$ cat src/rtl/peribus_master.sv
// peribus_master: Peribus initiator bridging the CPU data-memory port to the
// GPIO/timer/UART responders on the shared Peribus.
//
// Every output is a flop. A write acks 2 cycles after cpu_req is sampled,
// a read after 3 cycles and a decode error after 1 cycle. One IDLE cycle
// separates transactions.
//
// Optional build macro: PERIBUS_IRQ_ID_EN. When defined it adds the irq_id
// output and a read-only status register at index 7 that returns irq_id.
//
// Ports:
//   clock, reset        system clock; synchronous active-high reset
//   cpu_req/we/addr     CPU request, direction and word address
//                       ([15:8] window, [4:2] peripheral index, [1:0] register)
//   cpu_wdata           CPU write data
//   cpu_ack/err/rdata   completion pulse, decode error, read result
//   cpu_irq             OR of the registered responder irq lines
//   pb_addr/write_data  responder register address and write data
//   pb_write_en/read_en single-cycle strobes
//   pb_chipselect       one-hot responder select
//   pb_read_data        responder read buses, peripheral i at [16*i+15:16*i]
//   pb_irq              responder irq lines
//   irq_id              (PERIBUS_IRQ_ID_EN) lowest pending irq index
module peribus_master #(
  parameter int unsigned NUM_PERIPH = 4,
  parameter logic [7:0]  BASE_HI    = 8'hFF
) (
  input  logic                       clock,
  input  logic                       reset,
  input  logic                       cpu_req,
  input  logic                       cpu_we,
  input  logic [15:0]                cpu_addr,
  input  logic [15:0]                cpu_wdata,
  output logic                       cpu_ack,
  output logic                       cpu_err,
  output logic [15:0]                cpu_rdata,
  output logic                       cpu_irq,
  output logic [1:0]                 pb_addr,
  output logic [15:0]                pb_write_data,
  output logic                       pb_write_en,
  output logic                       pb_read_en,
  output logic [NUM_PERIPH-1:0]      pb_chipselect,
  input  logic [16*NUM_PERIPH-1:0]   pb_read_data,
  input  logic [NUM_PERIPH-1:0]      pb_irq
`ifdef PERIBUS_IRQ_ID_EN
  ,
  output logic [2:0]                 irq_id
`endif
);

  localparam logic [3:0] NumPeriphW = 4'(NUM_PERIPH);

  typedef enum logic [1:0] {StIdle, StAccess, StRdwait, StAck} state_e;

  state_e state_q, state_d;

  // Latched transaction attributes.
  logic       we_q, we_d;
  logic [2:0] idx_q, idx_d;

  // Next values of the registered outputs.
  logic                  cpu_ack_d, cpu_err_d;
  logic [15:0]           cpu_rdata_d;
  logic [1:0]            pb_addr_d;
  logic [15:0]           pb_write_data_d;
  logic                  pb_write_en_d, pb_read_en_d;
  logic [NUM_PERIPH-1:0] pb_chipselect_d;
  logic [15:0]           rd_sel;

  // Address decode of the incoming request.
  logic [2:0] req_idx;
  logic       win_hit, periph_hit, reg_hit, dec_ok;
  logic       unused_addr;

  assign req_idx     = cpu_addr[4:2];
  assign win_hit     = (cpu_addr[15:8] == BASE_HI);
  assign unused_addr = ^cpu_addr[7:5];

`ifdef PERIBUS_IRQ_ID_EN
  logic       int_q, int_d;
  logic [2:0] irq_id_d;
  // The status register owns index 7 even if an eighth responder exists.
  assign periph_hit = win_hit && ({1'b0, req_idx} < NumPeriphW) && (req_idx != 3'd7);
  // Status register is read-only; a write there is a decode error.
  assign reg_hit    = win_hit && (req_idx == 3'd7) && !cpu_we;
`else
  assign periph_hit = win_hit && ({1'b0, req_idx} < NumPeriphW);
  assign reg_hit    = 1'b0;
`endif

  assign dec_ok = periph_hit || reg_hit;

  // State register.
  always_ff @(posedge clock) begin
    if (reset) begin
      state_q <= StIdle;
    end else begin
      state_q <= state_d;
    end
  end

  // Next-state logic.
  always_comb begin
    state_d = state_q;
    unique case (state_q)
      StIdle:   if (cpu_req) state_d = dec_ok ? StAccess : StAck;
      StAccess: state_d = we_q ? StAck : StRdwait;
      StRdwait: state_d = StAck;
      StAck:    state_d = StIdle;
      default:  state_d = StIdle;
    endcase
  end

  // Read-data slice of the latched peripheral index.
  always_comb begin
    rd_sel = '0;
    for (int i = 0; i < int'(NUM_PERIPH); i++) begin
      if (idx_q == 3'(i)) rd_sel = pb_read_data[16*i +: 16];
    end
  end

  // Output logic: next values for the output flops.
  always_comb begin
    we_d            = we_q;
    idx_d           = idx_q;
    cpu_ack_d       = (state_d == StAck);
    cpu_err_d       = 1'b0;
    cpu_rdata_d     = cpu_rdata;
    pb_addr_d       = pb_addr;
    pb_write_data_d = pb_write_data;
    pb_write_en_d   = 1'b0;
    pb_read_en_d    = 1'b0;
    pb_chipselect_d = '0;
`ifdef PERIBUS_IRQ_ID_EN
    int_d           = int_q;
`endif

    if (state_q == StIdle && cpu_req) begin
      we_d      = cpu_we;
      idx_d     = req_idx;
      cpu_err_d = !dec_ok;
`ifdef PERIBUS_IRQ_ID_EN
      int_d     = reg_hit;
`endif
      if (periph_hit) begin
        for (int i = 0; i < int'(NUM_PERIPH); i++) begin
          pb_chipselect_d[i] = (req_idx == 3'(i));
        end
        pb_addr_d = cpu_addr[1:0];
        if (cpu_we) begin
          pb_write_en_d   = 1'b1;
          pb_write_data_d = cpu_wdata;
        end else begin
          pb_read_en_d = 1'b1;
        end
      end
    end

    // Responder registered its data on the ACCESS edge; capture it now.
    if (state_q == StRdwait) begin
`ifdef PERIBUS_IRQ_ID_EN
      cpu_rdata_d = int_q ? {13'b0, irq_id} : rd_sel;
`else
      cpu_rdata_d = rd_sel;
`endif
    end
  end

`ifdef PERIBUS_IRQ_ID_EN
  // Lowest-numbered pending line wins.
  always_comb begin
    irq_id_d = 3'd0;
    for (int i = int'(NUM_PERIPH) - 1; i >= 0; i--) begin
      if (pb_irq[i]) irq_id_d = 3'(i);
    end
  end
`endif

  // Output and datapath registers.
  always_ff @(posedge clock) begin
    if (reset) begin
      we_q          <= 1'b0;
      idx_q         <= 3'd0;
      cpu_ack       <= 1'b0;
      cpu_err       <= 1'b0;
      cpu_rdata     <= 16'h0;
      cpu_irq       <= 1'b0;
      pb_addr       <= 2'd0;
      pb_write_data <= 16'h0;
      pb_write_en   <= 1'b0;
      pb_read_en    <= 1'b0;
      pb_chipselect <= '0;
`ifdef PERIBUS_IRQ_ID_EN
      int_q         <= 1'b0;
      irq_id        <= 3'd0;
`endif
    end else begin
      we_q          <= we_d;
      idx_q         <= idx_d;
      cpu_ack       <= cpu_ack_d;
      cpu_err       <= cpu_err_d;
      cpu_rdata     <= cpu_rdata_d;
      cpu_irq       <= |pb_irq;
      pb_addr       <= pb_addr_d;
      pb_write_data <= pb_write_data_d;
      pb_write_en   <= pb_write_en_d;
      pb_read_en    <= pb_read_en_d;
      pb_chipselect <= pb_chipselect_d;
`ifdef PERIBUS_IRQ_ID_EN
      int_q         <= int_d;
      irq_id        <= irq_id_d;
`endif
    end
  end

endmodule

$ cat config.mk
export PLATFORM = sky130hd
export DESIGN_NAME = peribus_master
export DESIGN_NICKNAME = d
export VERILOG_FILES = /design/src/rtl/peribus_master.sv
export SDC_FILE = /design/constraint.sdc
export NUM_CORES = 1
export LEC_CHECK = 0
export ABC_AREA = 1
export CORE_MARGIN = 4
export CORE_UTILIZATION = 35
export DETAILED_ROUTE_END_ITERATION = 10
export HOLD_SLACK_MARGIN = 0.05
export PLACE_DENSITY = 0.88
export SYNTH_ARGS = -nofsm -noshare
export SYNTH_HDL_FRONTEND = slang
export SYNTH_SLANG_ARGS = --single-unit
$ cat constraint.sdc
create_clock -name clock -period 4.35 [get_ports clock]
set_input_delay 1.305 -clock clock [delete_from_list [all_inputs] [get_ports clock]]
set_output_delay 1.305 -clock clock [all_outputs]
set_load 0.02 [all_outputs]
==> flow_metrics.tcl <==
set metrics [dict create \
    die-area_mm2 0.00850 \
    coreArea_mm2 0.00683 \
    fin_hold_ws_ns 0.468 \
    area_delta_synth_final_pct 61.6 \
    crit_path_start_kind "primary input" \
    ctsHtreeMaxLevel 2 \
    yosys_warnings 0 \
    slew_viol_final 0 \
    grt_pass1_vias 2729 \
    cts_tree "yes" \
    fin_tns_setup_ns 0 \
    power_density_mw_per_mm2 390 \
    maxCapViolations 0 \
    fin_crit_sh_pct 62.9 \
    place.gp.congestion 0.744 \
    fin_worst_skew_ns 0.00754 \
    whs_endpoint "cpu_rdata[1]" \
    syn_area_mm2 0.00248 \
    fin_nets 587 \
    status "completed" \
    cts_buffers 5 \
    cts_setup_buffers 0 \
    tightestPinTransition_ns 0.998 \
    worst_path_max_delay_cell "inv_1" \
    finalHoldViolCount 0 \
    crit_type "in2reg" \
    final_common_cell "clkdlybuf4s50_1" \
    min_path_cells 2 \
    hold_class "reg2reg" \
    cts_sinks 49 \
    synth_seq_cells 49 \
    vias 2834 \
    clkTransAtPathRegs_ns 0.09 \
    dp_hpwl_um 5970 \
    setup_violations 0 \
    reg2reg_depth 5 \
    min_period_ns 2.74 \
    n_fill_cell 622 \
    grt_max_degree 35 \
    reg2reg_setup_slack_ns 1.93 \
    r2r-start "idx_q[0]" \
    antenna_cells 0 \
    critPathMaxStageDelay_ns 0.49 \
    drt-total-wl_um 8130 \
    drc 0 \
    dr.pass1.iters 4 \
    drive_gt1_share_pct 6.88 \
    cp_common_cell "nand2_1" \
    io_buffers 143 \
    post-route-util_pct 58.7 \
    clk_latency_ns 0.30 \
    worstPathRequired_ns 4.57 \
    initial_utilization_pct 36.3 \
    synth_nets 457 \
    path_cells "clkdlybuf4s50_1 -> buf_4 -> inv_1 -> nand2_1 -> nor2_1 -> nand2_1 -> nor3_1" \
    layout_common_cells "clkdlybuf4s50_1, nor2_1, nand2_1" \
    synthDistinctLibCells 26 \
    overflow 0 \
    drtIter0Drc 68 \
    min_from "cpu_rdata[1]" \
    timing.fmax_mhz 365 \
    rsz0062_at_grt "false" \
    power_mw 1.56 \
    max-slew-margin-rel_pct 33.4 \
    worstPathArrival_ns 2.96 \
    path_max_fanout 24 \
    vias_per_cell 4.92 \
    vdd_drop_max_v 0.000177 \
    p_leak_nw 1.69 \
    dieHeight_um 92.2 \
    ys_seq_area_share_pct 39.6 \
    worst_setup_path_end_kind "flip-flop" \
    final_area_mm2 0.00401 \
    ant_nets 0 \
    ctsResizeCount 0 \
    post_dp_cell_area_mm2 0.00391 \
    cts_hold_buf 0 \
    postSynthCellCount 349 \
    regToRegEndpoint "cpu_rdata[13]" \
    root_buffer "clkbuf_8" \
    num_rows 30 \
    dieWidth_um 92.2 \
    clockBufferDepth 2 \
    wire_per_inst_um 14.1 \
    grt_pass1_wl_um 12900 \
    syn-mean-instance-area_um2 7.11 \
    grt_antenna_before_repair 0 \
    track_usage_pct 18.7 \
    ios 147 \
]
registers in the layout, indices dropped and copies added (netlist names):
register	flops
pb_write_data	16
pb_chipselect	4
we_q	1
idx_q	3
state_q	2
pb_write_en	1
pb_addr	2
cpu_ack	1
cpu_rdata	16
pb_read_en	1
cpu_err	1
cpu_irq	1
final cells by class:
| type | count | area [µm²] | share of cell area (%) |
|---|---|---|---|
| Timing Repair Buffer | 145 | 1450 | 36.1 |
| Multi-Input combinational cell | 263 | 1290 | 32.3 |
| Sequential cell | 49 | 981 | 24.5 |
| Tap cell | 96 | 120 | 3.00 |
| Clock buffer | 6 | 82.6 | 2.06 |
| Inverter | 15 | 66.3 | 1.65 |
| Clock inverter | 2 | 17.5 | 0.437 |
layer usage:
layer / vias up / wire, µm / global-route usage, % / part of all wire (%)
met4: 0 / 70 / 4.70 / 0.86
met2: 118 / 3960 / 33.3 / 49
li1: 1418 / - / - / -
met5: - / 0 / 0 / 0
met1: 1292 / 3360 / 21.5 / 41
met3: 6 / 742 / 6.07 / 9.1
worst max path at each step:
stage / startpoint / endpoint
floorplan: cpu_addr[10] / pb_write_data[10]
global placement: reset / pb_chipselect[3]
detailed placement: reset / pb_chipselect[1]
CTS: reset / pb_chipselect[1]
global route: reset / pb_chipselect[0]
finish: reset / pb_chipselect[1]
cell families (layout without fill, tap and decap cells):
group	Yosys count	count (layout)	synth area share [%]
compound gates	59	59	12.1
flops	49	49	39.6
fa+ha+maj	4	4	2.02
simple gates	200	200	38.1
buf+inv	37	168	8.28
through the flow:
stage / worst slack (ns) / std cells
floorplan: 2.15 / 349
global placement: 1.32 / 568
detailed placement: 1.29 / 568
CTS: 1.61 / 576
global route: 1.44 / 576
finish: 1.61 / 576
critical path: cells and delay by family:
family	cells	cell delay, ns
buffers and inverters	3	1.10
AND/OR/NAND/NOR	4	0.55
power by group:
group          total, mW  switching [mW]  leakage (nW)  internal (mW)
registers          0.564          0.0517         0.398          0.512
logic              0.708           0.409          1.24          0.299
clock network      0.291           0.159        0.0518          0.132
synthesized netlist by cell type:
| cell | instances | area (µm²) |
|---|---|---|
| nor2_1 | 65 | 244 |
| nand2_1 | 58 | 218 |
| dfxtp_1 | 49 | 981 |
| nand3_1 | 34 | 170 |
| a21oi_1 | 20 | 100 |
| o21ai_1 | 20 | 100 |
| o21ai_0 | 18 | 90.1 |
| nand4_1 | 16 | 100 |
| nor2_2 | 13 | 81.3 |
| inv_1 | 11 | 41.3 |
| buf_2 | 8 | 40.0 |
| clkbuf_1 | 7 | 26.3 |
| nor3_1 | 7 | 35.0 |
| buf_4 | 5 | 37.5 |
| ha_1 | 4 | 50.1 |
| inv_2 | 2 | 7.51 |
| nand2_4 | 2 | 22.5 |
| nor2_8 | 2 | 40.0 |
| buf_12 | 1 | 20.0 |
| buf_8 | 1 | 15.0 |
| clkinv_4 | 1 | 8.76 |
| inv_6 | 1 | 8.76 |
| nand3_2 | 1 | 10.0 |
| nand3_4 | 1 | 17.5 |
| nor4_1 | 1 | 6.26 |
| o311ai_0 | 1 | 8.76 |
No activity file was read; power rests on OpenSTA's default activity.
